--- src/rtl/key_autorepeat_pkg.sv ---
// -----------------------------------------------------------------------------
// key_autorepeat_pkg
// Shared types and helpers for the key auto-repeat generator.
//   ar_state_t    : FSM state encoding.
//   ar_flags_t    : status outputs decoded from a state.
//   ns_to_cycles  : converts an interval in ns to whole clock cycles.
//   state_flags   : status flags that belong to a given state.
// -----------------------------------------------------------------------------
package key_autorepeat_pkg;

  typedef enum logic [2:0] {
    Idle,
    Pause,
    Repeat,
    Fast,
    Hold
  } ar_state_t;

  typedef struct packed {
    logic held;
    logic repeating;
    logic fast;
  } ar_flags_t;

  function automatic longint ns_to_cycles(input longint ns, input longint period);
    return ns / period;
  endfunction

  function automatic ar_flags_t state_flags(input ar_state_t s);
    ar_flags_t f;
    f.held      = (s != Idle);
    f.repeating = (s == Repeat) || (s == Fast);
    f.fast      = (s == Fast);
    return f;
  endfunction

endpackage

--- src/rtl/key_autorepeat_if.sv ---
// -----------------------------------------------------------------------------
// key_autorepeat_if
// Groups the key inputs and event/status outputs of key_autorepeat.
// Signal suffixes are from the generator's point of view.
//   keys_i      : raw active-low key lines (0 = pressed), asynchronous.
//   pulse_o     : one-clock active-high pulse per key event, per channel.
//   held_o      : FSM not Idle.
//   repeating_o : FSM in Repeat or Fast.
//   fast_o      : FSM in Fast.
// Modports: slave = the generator, master = whoever drives the keys.
// -----------------------------------------------------------------------------
interface key_autorepeat_if #(
  parameter int Channels = 3
);
  logic [Channels-1:0] keys_i;
  logic [Channels-1:0] pulse_o;
  logic                held_o;
  logic                repeating_o;
  logic                fast_o;

  modport slave (
    input  keys_i,
    output pulse_o, held_o, repeating_o, fast_o
  );

  modport master (
    output keys_i,
    input  pulse_o, held_o, repeating_o, fast_o
  );
endinterface

--- src/rtl/key_autorepeat_sync.sv ---
// -----------------------------------------------------------------------------
// key_sync
// Width-parametrised two-flop synchroniser with a configurable reset value.
//   clk   : destination clock.
//   rst_n : synchronous active-low reset, loads ResetValue into both stages.
//   d_i   : asynchronous input bits.
//   q_o   : synchronised bits, two clocks of latency.
// -----------------------------------------------------------------------------
module key_sync #(
  parameter int   Width      = 1,
  parameter logic ResetValue = 1'b1
) (
  input  logic             clk,
  input  logic             rst_n,
  input  logic [Width-1:0] d_i,
  output logic [Width-1:0] q_o
);

  logic [Width-1:0] meta_q;
  logic [Width-1:0] sync_q;

  // NOTE: sequential state uses non-blocking assignments only, so every flop
  // samples the pre-edge values and the two stages stay a real pipeline.
  always_ff @(posedge clk) begin
    if (!rst_n) begin
      meta_q <= {Width{ResetValue}};
      sync_q <= {Width{ResetValue}};
    end else begin
      meta_q <= d_i;
      sync_q <= meta_q;
    end
  end

  assign q_o = sync_q;

endmodule

--- src/rtl/key_autorepeat.sv ---
// -----------------------------------------------------------------------------
// key_autorepeat
// N-channel auto-repeat generator for active-low buttons. Emits one pulse per
// pressed key on press, then repeat pulses after a pause, at a slow rate and,
// after FastAfter repeats, at a fast rate while the same key set stays held.
// A change of key set restarts the sequence with a fresh press pulse.
//   Clock  : single clock, rising edge.
//   nReset : synchronous active-low reset.
//   bus    : key_autorepeat_if slave (keys_i in; pulse_o, held_o,
//            repeating_o, fast_o out). All outputs are registered.
// -----------------------------------------------------------------------------
module key_autorepeat
  import key_autorepeat_pkg::*;
#(
  parameter int            Channels          = 3,
  parameter longint        ClockPeriod_ns    = 20,
  parameter longint        PauseInterval_ns  = 250_000_000,
  parameter longint        RepeatInterval_ns = 150_000_000,
  parameter longint        FastInterval_ns   = 50_000_000,
  parameter int            FastAfter         = 8,
  parameter [Channels-1:0] RepeatMask        = '1
) (
  input  logic             Clock,
  input  logic             nReset,
  key_autorepeat_if.slave  bus
);

  localparam longint MaxPause  = ns_to_cycles(PauseInterval_ns, ClockPeriod_ns);
  localparam longint MaxRepeat = ns_to_cycles(RepeatInterval_ns, ClockPeriod_ns);
  localparam longint MaxFast   = ns_to_cycles(FastInterval_ns, ClockPeriod_ns);
  localparam longint MaxPR     = (MaxPause > MaxRepeat) ? MaxPause : MaxRepeat;
  localparam longint MaxAll    = (MaxPR > MaxFast) ? MaxPR : MaxFast;
  localparam int     CW        = $clog2(MaxAll + 1);
  localparam int     RW        = $clog2(FastAfter + 1);

  localparam logic [CW-1:0] PauseLast  = CW'(MaxPause - 1);
  localparam logic [CW-1:0] RepeatLast = CW'(MaxRepeat - 1);
  localparam logic [CW-1:0] FastLast   = CW'(MaxFast - 1);
  localparam logic [RW-1:0] FastCount  = RW'(FastAfter);

  // A terminal count below 1 would make the counter compare meaningless.
  if (MaxPause < 2 || MaxRepeat < 2 || MaxFast < 2 || FastAfter < 1) begin : g_bad_params
    $error("key_autorepeat: intervals must be >= 2 clocks and FastAfter >= 1");
  end

  logic [Channels-1:0] keys_sync;
  logic [Channels-1:0] k;          // active-high view of the keys
  logic [Channels-1:0] rep_set;    // channels allowed to repeat in this chord
  logic [RW-1:0]       rcount_d;   // saturating next repeat count

  ar_state_t           state_q;
  ar_flags_t           flags_q;
  logic [Channels-1:0] chord_q;
  logic [Channels-1:0] pulse_q;
  logic [CW-1:0]       counter_q;
  logic [RW-1:0]       rcount_q;

  key_sync #(
    .Width      (Channels),
    .ResetValue (1'b1)
  ) u_sync (
    .clk   (Clock),
    .rst_n (nReset),
    .d_i   (bus.keys_i),
    .q_o   (keys_sync)
  );

  assign k        = ~keys_sync;
  assign rep_set  = chord_q & RepeatMask;
  assign rcount_d = (rcount_q == FastCount) ? rcount_q : rcount_q + RW'(1);

  // Status flags are registered together with the state so they change on
  // the same edge as the transition.
  always_ff @(posedge Clock) begin
    if (!nReset) begin
      state_q   <= Idle;
      flags_q   <= '0;
      chord_q   <= '0;
      pulse_q   <= '0;
      counter_q <= '0;
      rcount_q  <= '0;
    end else begin
      pulse_q <= '0;
      if (state_q == Idle) begin
        if (k != '0) begin
          pulse_q   <= k;
          chord_q   <= k;
          counter_q <= '0;
          state_q   <= Pause;
          flags_q   <= state_flags(Pause);
        end
      end else if (k == '0) begin
        // Release wins over any repeat that would fall due on this edge.
        counter_q <= '0;
        rcount_q  <= '0;
        state_q   <= Idle;
        flags_q   <= state_flags(Idle);
      end else if (k != chord_q) begin
        pulse_q   <= k;
        chord_q   <= k;
        counter_q <= '0;
        rcount_q  <= '0;
        state_q   <= Pause;
        flags_q   <= state_flags(Pause);
      end else begin
        unique case (state_q)
          Pause: begin
            if (counter_q == PauseLast) begin
              counter_q <= '0;
              if (rep_set != '0) begin
                pulse_q  <= rep_set;
                rcount_q <= RW'(1);
                if (FastAfter == 1) begin
                  state_q <= Fast;
                  flags_q <= state_flags(Fast);
                end else begin
                  state_q <= Repeat;
                  flags_q <= state_flags(Repeat);
                end
              end else begin
                // Only masked keys held: stay quiet until release or change.
                state_q <= Hold;
                flags_q <= state_flags(Hold);
              end
            end else begin
              counter_q <= counter_q + CW'(1);
            end
          end
          Repeat: begin
            if (counter_q == RepeatLast) begin
              pulse_q   <= rep_set;
              counter_q <= '0;
              rcount_q  <= rcount_d;
              if (rcount_d == FastCount) begin
                state_q <= Fast;
                flags_q <= state_flags(Fast);
              end
            end else begin
              counter_q <= counter_q + CW'(1);
            end
          end
          Fast: begin
            if (counter_q == FastLast) begin
              pulse_q   <= rep_set;
              counter_q <= '0;
            end else begin
              counter_q <= counter_q + CW'(1);
            end
          end
          Hold: begin
          end
          default: begin
            state_q <= Idle;
            flags_q <= state_flags(Idle);
          end
        endcase
      end
    end
  end

  assign bus.pulse_o     = pulse_q;
  assign bus.held_o      = flags_q.held;
  assign bus.repeating_o = flags_q.repeating;
  assign bus.fast_o      = flags_q.fast;

endmodule
--- src/flat_wrapper.sv ---
// flat-port wrapper written by rule: the top's interface ports become plain ports
module key_autorepeat_flat import key_autorepeat_pkg::*;
#(
  parameter int            Channels          = 3,
  parameter longint        ClockPeriod_ns    = 20,
  parameter longint        PauseInterval_ns  = 250_000_000,
  parameter longint        RepeatInterval_ns = 150_000_000,
  parameter longint        FastInterval_ns   = 50_000_000,
  parameter int            FastAfter         = 8,
  parameter [Channels-1:0] RepeatMask        = '1
)
  (Clock, nReset, bus_keys_i, bus_pulse_o, bus_held_o, bus_repeating_o, bus_fast_o);
  key_autorepeat_if #(.Channels(Channels)) bus_i ();
  input  logic Clock;
  input  logic nReset;
  input wire logic [$bits(bus_i.keys_i)-1:0] bus_keys_i;
  output wire logic [$bits(bus_i.pulse_o)-1:0] bus_pulse_o;
  output wire logic [$bits(bus_i.held_o)-1:0] bus_held_o;
  output wire logic [$bits(bus_i.repeating_o)-1:0] bus_repeating_o;
  output wire logic [$bits(bus_i.fast_o)-1:0] bus_fast_o;
  assign bus_i.keys_i = bus_keys_i;
  assign bus_pulse_o = bus_i.pulse_o;
  assign bus_held_o = bus_i.held_o;
  assign bus_repeating_o = bus_i.repeating_o;
  assign bus_fast_o = bus_i.fast_o;
  key_autorepeat #(.Channels(Channels), .ClockPeriod_ns(ClockPeriod_ns), .PauseInterval_ns(PauseInterval_ns), .RepeatInterval_ns(RepeatInterval_ns), .FastInterval_ns(FastInterval_ns), .FastAfter(FastAfter), .RepeatMask(RepeatMask)) u_core (.Clock(Clock), .nReset(nReset), .bus(bus_i));
endmodule
--- config.mk ---
export PLATFORM = sky130hd
export DESIGN_NAME = key_autorepeat_flat
export DESIGN_NICKNAME = d
export VERILOG_FILES = /design/src/rtl/key_autorepeat_pkg.sv /design/src/rtl/key_autorepeat_if.sv /design/src/rtl/key_autorepeat_sync.sv /design/src/rtl/key_autorepeat.sv /design/src/flat_wrapper.sv
export SDC_FILE = /design/constraint.sdc
export NUM_CORES = 1
export LEC_CHECK = 0
export ABC_AREA = 1
export CELL_PAD_IN_SITES_DETAIL_PLACEMENT = 1
export CELL_PAD_IN_SITES_GLOBAL_PLACEMENT = 2
export CORE_MARGIN = 2
export CORE_UTILIZATION = 36
export DETAILED_ROUTE_END_ITERATION = 16
export GPL_ROUTABILITY_DRIVEN = 0
export PLACE_DENSITY = 0.84
export SLEW_MARGIN = 20
export SYNTH_ARGS = -nofsm -noshare
export SYNTH_HDL_FRONTEND = slang
export SYNTH_SLANG_ARGS = --single-unit
--- constraint.sdc ---
create_clock -name Clock -period 5.35 [get_ports Clock]
set_clock_uncertainty 0.15 [all_clocks]
set_input_delay 0.8025 -clock Clock [delete_from_list [all_inputs] [get_ports Clock]]
set_output_delay 0.8025 -clock Clock [all_outputs]
set_load 0.02 [all_outputs]
Word-level counts from Yosys, hierarchy flattened
Cells that the tools add are included.
Widths: inputs -> output; s select.

word-level totals
  register bits after elaboration = 46
  input port bits = 5

cells by class
  mux-type cells = 46
  reductions and logical operators = 12
  bitwise operators = 2
  add/subtract/negate cells = 2
  eq/ne operators = 19

operators by type and width
  kind                   count
  $mux 24                7
  $mux 3                 27
  $pmux 24 s3            1
  $pmux 3 s3             3
  $add 24x1->24 const B  1
  $eq 24x22->1 const B   1
  $eq 24x23->1 const B   1
  $eq 24x24->1 const B   1
  $mux 4                 6
  $ne 4x1->1 const B     4
  $ne 5x1->1 const B     3
  $reduce_and 5->1       2
  $eq 4x4->1 const B     2
  $pmux 4 s2             1
  $eq 3x2->1 const B     2
  $logic_not 3->1        2
  $reduce_bool 3->1      2
  $reduce_bool 6->1      1
  $add 4x1->4 const B    1
  $reduce_bool 4->1      1
  $eq 3x1->1 const B     1
  $eq 3x3->1 const B     1
  $ne 3x3->1             1
  $not 3->3              1
  8 further kinds        8

Logic depth before layout (Yosys ltp)
  word-level depth = 9
  gate-level depth with buffers = 13

Modules after synthesis
From an unflattened synthesis, not the netlist that was laid out.

second synthesis, totals
  cells, all modules = 453
  area total of the unflattened synthesis = 3,084.2 µm²

modules (own cells, without submodules)
  module          times used  seq. area each (µm²)  cells an instance  area an instance (µm²)
  key_autorepeat  1           780.7                 435                2,919.0
  key_sync        1           120.1                 18                 165.2

Worst setup path after synthesis
No wires, ideal clock.

  kind = input-to-reg
  start point = input port nReset
  end point = register u_core.u_sync.sync_q[0], in the netlist u_core.u_sync.q_o[0]
  stages = 4
  arrival = 1.565 ns
  path buffers = 2
  setup slack = 3.512 ns
  data required time = 5.077 ns
  cell sequence = clkbuf_1 -> inv_1 -> clkbuf_1 -> or2_2

RTL lines
  what                    RTL line                   RTL
  start: declaration      flat_wrapper.sv:15         input logic nReset;
  end signal: assignment  key_autorepeat_sync.sv:27  sync_q <= {Width{ResetValue}};
  end signal: assignment  key_autorepeat_sync.sv:30  sync_q <= meta_q;
  end: declaration        key_autorepeat_sync.sv:20  logic [Width-1:0] sync_q;

No word-level cell between the ends.

==> qor.yml <==
intPower_w: 0.000622
cp_slowest_cell: "clkdlybuf4s50_1"
status: "completed"
dpl_cell_area_mm2: 0.00322
dr_wl_met3_um: 272
crit_chain: "clkdlybuf4s50_1"
timing.rr.end: "u_core.counter_q[5]"
final_area_mm2: 0.00331
ys_ff_latch: 45
worstSetupStartpointType: "register"
ys_seq_area_frac: 0.297
sequentialPowerShare: 0.355
worstSetupEndpointType: "output pin"
cts.path.max_buffers: 2
synth-async-reset-ratio: 0
synthFlopType: "dfxtp_1"
min_from: "u_core.u_sync.meta_q[0]"
maxCapViolations: 0
postRouteAntennaNets: 0
path_clk_slew_ns: 0.11
max_freq_mhz: 430
r2r_setup_slack_ns: 3.14
antennaDiodeCount: 0
drt_iter0_markers: 110
synth_cells: 502
wl_met1_um: 4620
timing.rr.start: "u_core.u_sync.q_o[1]"
highest_layer: "met4"
r2r_cells: 8
post-route-drc-count: 0
routed-wl-met2_um: 4110
rsz0062_at_grt: "no"
synth_enable_flop_cells: 0
clock-root-buffer: "clkbuf_8"
hold_class: "reg -> reg"
crit_required_ns: 4.40
die_h_um: 95.9
antenna_found_initial: 0
maxSlewHeadroom: 0.621
finalHoldViolCount: 0
fin_crit_ns: 2.33
power_frac_comb: 0.438
grt_pass1_wl_um: 15400
worst_pin_slew_ns: 0.568
area_growth_pct: 9.02
cts_buffers: 5
place_ws_ns: 2.16
crit_family: "buffers and inverters"
port-buffer-count: 10
ctsHoldBuffers: 0
critical_path_arrival_ns: 1.37
overflow: 0
yosysTopAreaCell: "dfxtp_1"
power_frac_clock: 0.207
critical_path.max_fanout: 4
peakVddDrop_mv: 0.108
netlist.area_leader.share: 0.297
dp_hpwl_um: 7000
syn_nets: 510
pwr_density_cell_mw_per_mm2: 350
die_w_um: 95.9
first_pass_iters: 5
nNetsFinal: 519
routed_via_density: 5.00
drive_above_1_share: 0.102
slew_viol_final: 0
setup_viol: 0
start_util: 0.370
p_leak_nw: 1.36
core_area_mm2: 0.00822
crit_buf_inv: 1
yosysWarningCount: 0
wl_per_cell_um: 14.8
insertion_delay_ns: 0.32
yosysMostFrequentCell: "nand2_1"
rows: 33
drt_wl_total_um: 9100
cts-htree-levels: 2
cts_sinks: 45
num_vias: 3083
finalSetupTns_ns: 0
yosys-top-cells-area: "dfxtp_1, nand2_1, nor2_1"
startpoint: "u_core.state_q[1]"
cts_tree: "yes"
whs_endpoint: "u_core.u_sync.q_o[0]"
hold_depth: 1
synth_commonest_cells: "nand2_1, nor2_1, inv_1"
grt_pass1_vias: 3130
finalCritPeriodShare: 0.435
cts_setup_buffers: 0
swShare: 0.463
synth_area_per_cell_um2: 6.05
grt_start_max_net_pins: 25
worst_slack_ns: 3.02
grt_usage: 0.217
final.fill_count: 1174
ys_types: 33
die_area_mm2: 0.00919
syn_area_mm2: 0.00304
ctsResizeCount: 0
switchingPower_w: 0.000536
path_class: "reg -> out"
ios: 11
crit_path_max_incr_delay_ns: 0.63
cell type report:
type	instances	area, um^2	share of cell area
timing repair buffer	10	95.1	0.0287
clock inverter	3	26.3	0.00793
sequential	45	901	0.272
clock buffer	5	68.8	0.0208
multi-input combinational	373	1800	0.544
inverter	76	287	0.0865
tap	105	131	0.0397
cell families (layout without fill, tap and decap cells):
logic type | count (synthesis) | in the layout | synth area share
simple gates | 330 | 330 | 0.493
buf+inv | 84 | 94 | 0.110
flops | 45 | 45 | 0.297
compound gates | 29 | 29 | 0.0560
xor+xnor | 11 | 11 | 0.0317
fa+ha+maj | 3 | 3 | 0.0124
per-stage QoR:
stage / util / power [W] / hold WS [ns] / cells
final: 0.403 / 0.00116 / 0.276 / 617
after CTS: 0.404 / 0.00117 / 0.280 / 617
after floorplan: - / 0.000795 / 0.243 / 502
after global placement: 0.392 / 0.000914 / 0.248 / 609
after detailed placement: 0.392 / 0.000932 / 0.253 / 609
after global routing: 0.403 / 0.00126 / 0.297 / 617
layout by cell type, fill, tap and decap left out:
master | synthesis | layout
nor3_1 | 4 | 4
clkbuf_8 | 0 | 5
a211oi_1 | 1 | 1
o211ai_1 | 1 | 1
nand3_2 | 2 | 2
buf_2 | 2 | 1
nor2_1 | 99 | 99
a21oi_1 | 18 | 18
nand3_4 | 1 | 1
dfxtp_1 | 45 | 45
nand2_1 | 127 | 127
nand2_4 | 4 | 4
clkdlybuf4s50_1 | 0 | 9
inv_2 | 12 | 12
nand3_1 | 56 | 56
or2_2 | 6 | 6
nor3_2 | 1 | 1
nand4_1 | 13 | 13
xnor2_1 | 3 | 3
a21oi_4 | 1 | 1
o21bai_1 | 2 | 2
ha_1 | 3 | 3
inv_1 | 63 | 63
nand2_2 | 4 | 4
o221ai_1 | 1 | 1
xor2_1 | 8 | 8
nand3b_1 | 2 | 2
clkinv_2 | 1 | 1
nor2_2 | 5 | 5
inv_6 | 0 | 3
o21ai_0 | 5 | 5
nor2_4 | 6 | 6
state kept, by name, summed over array words and instances, names as in the netlist:
name / count
u_core.bus.fast_o: 1
u_core.bus.held_o: 1
u_core.bus.pulse_o: 3
u_core.chord_q: 3
u_core.counter_q: 24
u_core.rcount_q: 4
u_core.state_q: 3
u_core.u_sync.meta_q: 3
u_core.u_sync.q_o: 3
layer usage:
layer | GRT usage | up-vias
met5 | 0 | -
met4 | 0.0476 | 0
met1 | 0.300 | 1460
li1 | - | 1579
met2 | 0.361 | 35
met3 | 0.0290 | 9
how the worst max path moves through the flow:
stage | slack [ns] | cells after the start | endpoint
2_1_floorplan | 3.51 | 4 | u_core.u_sync.q_o[0]
3_3_place_gp | 2.27 | 3 | u_core.u_sync.q_o[1]
3_5_place_dp | 2.16 | 3 | u_core.u_sync.q_o[1]
4_1_cts | 2.52 | 3 | u_core.u_sync.meta_q[0]
5_1_grt | 2.94 | 11 | u_core.counter_q[5]
6_report | 3.02 | 1 | bus_repeating_o
power groups by stage:
stage / Sequential (W) / Clock, W / Combinational [W]
detailed placement: 0.000420 / 0 / 0.000512
CTS: 0.000412 / 0.000248 / 0.000513
finish: 0.000411 / 0.000240 / 0.000507
global placement: 0.000418 / 0 / 0.000496
floorplan: 0.000424 / 0 / 0.000371
global route: 0.000418 / 0.000262 / 0.000580
(Power assumes the default switching activity.)
==> edit 1 (config.mk and constraints unchanged) <==
Make the reset (`nReset` and `rst_n`) asynchronous in 2 clocked blocks. Comments in the files are not updated.
--- a/src/rtl/key_autorepeat_sync.sv
+++ b/src/rtl/key_autorepeat_sync.sv
@@ -23,3 +23,3 @@
   // samples the pre-edge values and the two stages stay a real pipeline.
-  always_ff @(posedge clk) begin
+  always_ff @(posedge clk or negedge rst_n) begin
     if (!rst_n) begin
--- a/src/rtl/key_autorepeat.sv
+++ b/src/rtl/key_autorepeat.sv
@@ -73,3 +73,3 @@
   // the same edge as the transition.
-  always_ff @(posedge Clock) begin
+  always_ff @(posedge Clock or negedge nReset) begin
     if (!nReset) begin
Check against the original RTL: differs if nReset is asserted again (counterexample within 4 cycles, from zero or initial values and one cycle with nReset low); with nReset held inactive, the same outputs for 4 cycles.
==> edit 1 against the unedited design <==
Sequential power down 5.4%. Count of clock-buffer cells in the layout unchanged. Worst setup slack worse by 0.058 ns. Design area up 3.4%. Die area up 2.9%. Synthesized area up 3.0%. Global-route usage down 2.6 points. Synthesized cell count down 13%. Sequential cell count unchanged. Critical path depth unchanged. Total power down 23%. Routed wire length down 4.3%. Largest cell class unchanged.
==> edit 1: results (changes against the unedited design) <==
[route]
wl_met1_um = 4420  ; was 4620 um
drt_first_pass_iters = 4  ; was 5
wl_um = 8710  ; was 9100 um
wl_met3_um = 169  ; was 272 um
routed-wl-met2_um = 4050  ; was 4110 um
vias = 2862  ; was 3083
first_iter_violations = 191  ; was 110
wl_per_cell_um = 15.5  ; was 14.8 um

[finish]
signal_buffers = 11  ; was 10
num-multi-input-gates = 333  ; was 373
fin_nets = 460  ; was 519
seqCellArea_mm2 = 0.00113  ; was 901 um2
multi_input_area_share = 0.511  ; was 0.544
nFillCells = 1106  ; was 1174
drive_above_1_share = 0.146  ; was 0.102
final_util = 0.399  ; was 0.403
nNonClkInverters = 56  ; was 76
buf_share = 0.0300  ; was 0.0287
final-clk-cell-share = 0.0263  ; was 0.0287

[outcome]
outcome = finished, final reports clean  ; unchanged

[hold_path]
hold_start = u_core.u_sync.meta_q[0]  ; unchanged
hold_depth = 0  ; was 1
holdPathEnd = u_core.u_sync.q_o[0]  ; unchanged

[placement]
dp_cells = 553  ; was 609
hpwl_um = 6750  ; was 7000 um
place_area_mm2 = 0.00333  ; was 0.00322 mm2
dp_slack_ns = 3.11  ; was 2.16 ns

[global_routing]
met2_usage = 0.320  ; was 0.361
met1_usage = 0.269  ; was 0.300
grtUsageTotal = 0.192  ; was 0.217
grt_use_met3 = 0.0237  ; was 0.0290
grt_max_degree = 46  ; was 25

[setup_path]
cp.arrival_ns = 1.43  ; was 1.37 ns
r2r-start = u_core.u_sync.q_o[0]  ; was u_core.u_sync.q_o[1]
cp_max_fo = 7  ; was 4
r2r.worst_path.cells = 7  ; was 8
worstReg2RegEnd = u_core.counter_q[4]  ; was u_core.counter_q[5]
crit_path_end = bus_repeating_o  ; unchanged
worstSetupStartpoint = u_core.state_q[1]  ; unchanged
slowest_delay_ns = 0.65  ; was 0.63 ns

[synth]
yosysSeqAreaShare = 0.362  ; was 0.297
yosysUniqueCellTypes = 36  ; was 33
yosys-top-cells-count = nand2_1, nor2_1, inv_1  ; unchanged
synth_area_per_cell_um2 = 7.14  ; was 6.05 um2
synth.area.top_cells = dfrtp_1, nand2_1, nand3_1  ; was dfxtp_1, nand2_1, nor2_1
synthArstFlopShare = 1.00  ; was 0
synth_seq_cells = 45  ; unchanged
synth_nets = 446  ; was 510

[sta]
whs_ns = 0.210  ; was 0.276 ns
timing.fmax_mhz = 419  ; was 430 MHz
worst_slew_pin_slew_ns = 0.610  ; was 0.568 ns

[cts]
clkLatencyLatePin_ns = 0.31
clk_pin_slew_ns = 0.09  ; was 0.11 ns

[power]
leakage_nw = 1.54  ; was 1.36 nW
ir_drop_mv = 0.132  ; was 0.108 mV
swShare = 0.391  ; was 0.463

[edit 1: cell count changes after synthesis, sizes merged, moves of 4 or more]
cell,before,now
dfrtp,0,39
a21oi,19,7
o21ai,5,22
inv,75,56
dfstp,0,6
xor2,8,4
nand3,59,46
nor2,110,68
nand2,135,148
dfxtp,45,0
nor3,5,11
or2,6,0
[edit 1: cell families (layout without fill, tap and decap cells)]
logic type,count (synthesis),in the layout,share of synthesized area
flip-flops,45,45,0.362
AND/OR/NAND/NOR,291,291,0.457
AO/OA/AOI/OAI,33,33,0.0736
adder cells (fa/ha/maj),3,3,0.0120
buffers and inverters,60,75,0.0784
XOR/XNOR,6,6,0.0168
[edit 1: power groups by stage]
stage               clock, W  combinational [W]  sequential (W)
floorplan                  0           0.000196        0.000401
global placement           0           0.000280        0.000393
detailed placement         0           0.000284        0.000395
CTS                 0.000233           0.000286        0.000389
global route        0.000249           0.000316        0.000392
finish              0.000223           0.000282        0.000389
==> edit 2 (same flow settings) <==
Without the edit above. `ClockPeriod_ns` is set to 20 in 2 places; all go to 30.
--- a/src/rtl/key_autorepeat.sv
+++ b/src/rtl/key_autorepeat.sv
@@ -15,3 +15,3 @@
   parameter int            Channels          = 3,
-  parameter longint        ClockPeriod_ns    = 20,
+  parameter longint        ClockPeriod_ns    = 30,
   parameter longint        PauseInterval_ns  = 250_000_000,
--- a/src/flat_wrapper.sv
+++ b/src/flat_wrapper.sv
@@ -4,3 +4,3 @@
   parameter int            Channels          = 3,
-  parameter longint        ClockPeriod_ns    = 20,
+  parameter longint        ClockPeriod_ns    = 30,
   parameter longint        PauseInterval_ns  = 250_000_000,
Check against the original RTL: no difference found for any inputs over 4 cycles, from zero or initial values and one cycle with nReset low; that may be too few to reach the edited logic, so the function may still have changed.
==> edit 2 against the unedited design <==
Clock power rose by 14%. Synthesized area fell by 10%. Sequential power fell by 3%. Total power fell by 6.7%. Design area fell by 9.0%. Die area fell by 10%. Worst hold slack got worse by 0.0050 ns. Count of clock-buffer cells in the layout did not move. Via count fell by 13%. Worst setup slack got worse by 0.16 ns. Sequential cell count fell by 1. Routed wire length fell by 19%. Highest routed layer unchanged.
==> edit 2: results (changes against the unedited design) <==
[placement]
dp_slack_ns = 2.52  ; was 2.16 ns
dp_cells = 533  ; was 609
place_area_mm2 = 0.00290  ; was 0.00322 mm2
hpwl_um = 5670  ; was 7000 um

[route]
routed-wl-met2_um = 3430  ; was 4110 um
wl_um = 7400  ; was 9100 um
vias = 2671  ; was 3083
wl_met1_um = 3740  ; was 4620 um
dr.max_layer_used = met4  ; unchanged
wl_per_cell_um = 13.7  ; was 14.8 um
wl_met3_um = 139  ; was 272 um
drt_first_pass_iters = 4  ; was 5
first_iter_violations = 109  ; was 110

[finish]
largestRegisters = u_core.counter_q (23), u_core.rcount_q (4)  ; was u_core.counter_q (24), u_core.rcount_q (4)
fin_nets = 451  ; was 519
drive_above_1_share = 0.102  ; about the same

[global_routing]
met2_usage = 0.319  ; was 0.361
grtUsageTotal = 0.192  ; was 0.217
met1_usage = 0.258  ; was 0.300
grt_use_met3 = 0.0274  ; was 0.0290
antenna_found_initial = 0  ; unchanged
grt_max_degree = 24  ; was 25
grt_first_pass_wirelength_um = 12800  ; was 15400 um

[synth]
synthArstFlopShare = 0  ; unchanged
synth_nets = 441  ; was 510
synth_area_per_cell_um2 = 6.31  ; was 6.05 um2
yosys-top-cells-count = nand2_1, nor2_1, inv_1  ; unchanged
synthFlopType = dfxtp_1  ; unchanged
synth-compound-area-share = 0.0823  ; was 0.0560
synth.area.top_cells = dfxtp_1, nand2_1, nor2_1  ; unchanged
ys_warn_count = 0  ; unchanged
yosysSeqAreaShare = 0.324  ; was 0.297
synth_xor_area_frac = 0.0317  ; about the same
synth-adder-area-share = 0.0230  ; was 0.0124

[cts]
clockRootBuffer = clkbuf_8  ; unchanged
cts_resized = 0  ; unchanged
clkLatencyLatePin_ns = 0.31
clk_pin_slew_ns = 0.09  ; was 0.11 ns
cts_buffer_depth = 2  ; unchanged
cts_setup_buffers = 0  ; unchanged
htreeDepth = 2  ; unchanged
cts_buffers = 5  ; unchanged

[power]
leakage_nw = 1.18  ; was 1.36 nW
ir_drop_mv = 0.154  ; was 0.108 mV

[outcome]
outcome = finished, final reports clean  ; unchanged

[sta]
worst_slew_pin_slew_ns = 0.961  ; was 0.568 ns

[setup_path]
cp.arrival_ns = 2.54  ; was 1.37 ns
cp_max_fo = 23  ; was 4

-- edit 2: changes by cell type in the layout (fill, tap and decap cells not counted), moves of 4 or more --
cell     before  now
nor2_2        5   12
nand2_1     127   94
nor3_1        4   12
o21ai_0       5   18
nor2_4        6    2
inv_2        12    4
nand4_1      13    5
nor2_1       99   79
inv_1        63   53
nand3_1      56   45
-- edit 2: final cells by class --
type | count | area, um2
multi-input combinational | 322 | 1570
timing repair buffer | 10 | 100
fill | 1029 | 4280
tap | 99 | 124
clock inverter | 3 | 46.3
inverter | 58 | 220
clock buffer | 5 | 68.8
sequential | 44 | 881
-- edit 2: critical path, stage by stage --
cell and delay, ns:
clkdlybuf4s50_1 1.10, inv_1 0.29, or2_2 0.35
-- edit 2: path summary, 6_finish.rpt --
kind	startpoint	to	slack [ns]	depth (start not counted)
hold reg to reg	u_core.u_sync.meta_q[1]	u_core.u_sync.q_o[1]	0.27	1
setup reg to reg	u_core.counter_q[0]	u_core.counter_q[22]	3.11	12
setup / recovery	nReset	u_core.u_sync.q_o[0]	2.87	3
hold / removal	u_core.u_sync.meta_q[1]	u_core.u_sync.q_o[1]	0.27	1
-- edit 2: cells by family (layout without fill, tap and decap cells) --
group | after synthesis | count (layout)
and+or+nand+nor | 267 | 267
xor gates and xnor gates | 9 | 9
buffers and inverters | 65 | 76
AOI/OAI and AO/OA | 41 | 41
adders and majority gates | 5 | 5
DFF | 44 | 44
-- edit 2: power breakdown --
group | switching (W) | total [W] | leakage, nW | internal [W]
clock network | 0.000132 | 0.000273 | 0.0548 | 0.000141
logic | 0.000285 | 0.000410 | 0.766 | 0.000126
registers | 0.0000334 | 0.000397 | 0.358 | 0.000364
total | 0.000450 | 0.00108 | 1.18 | 0.000630
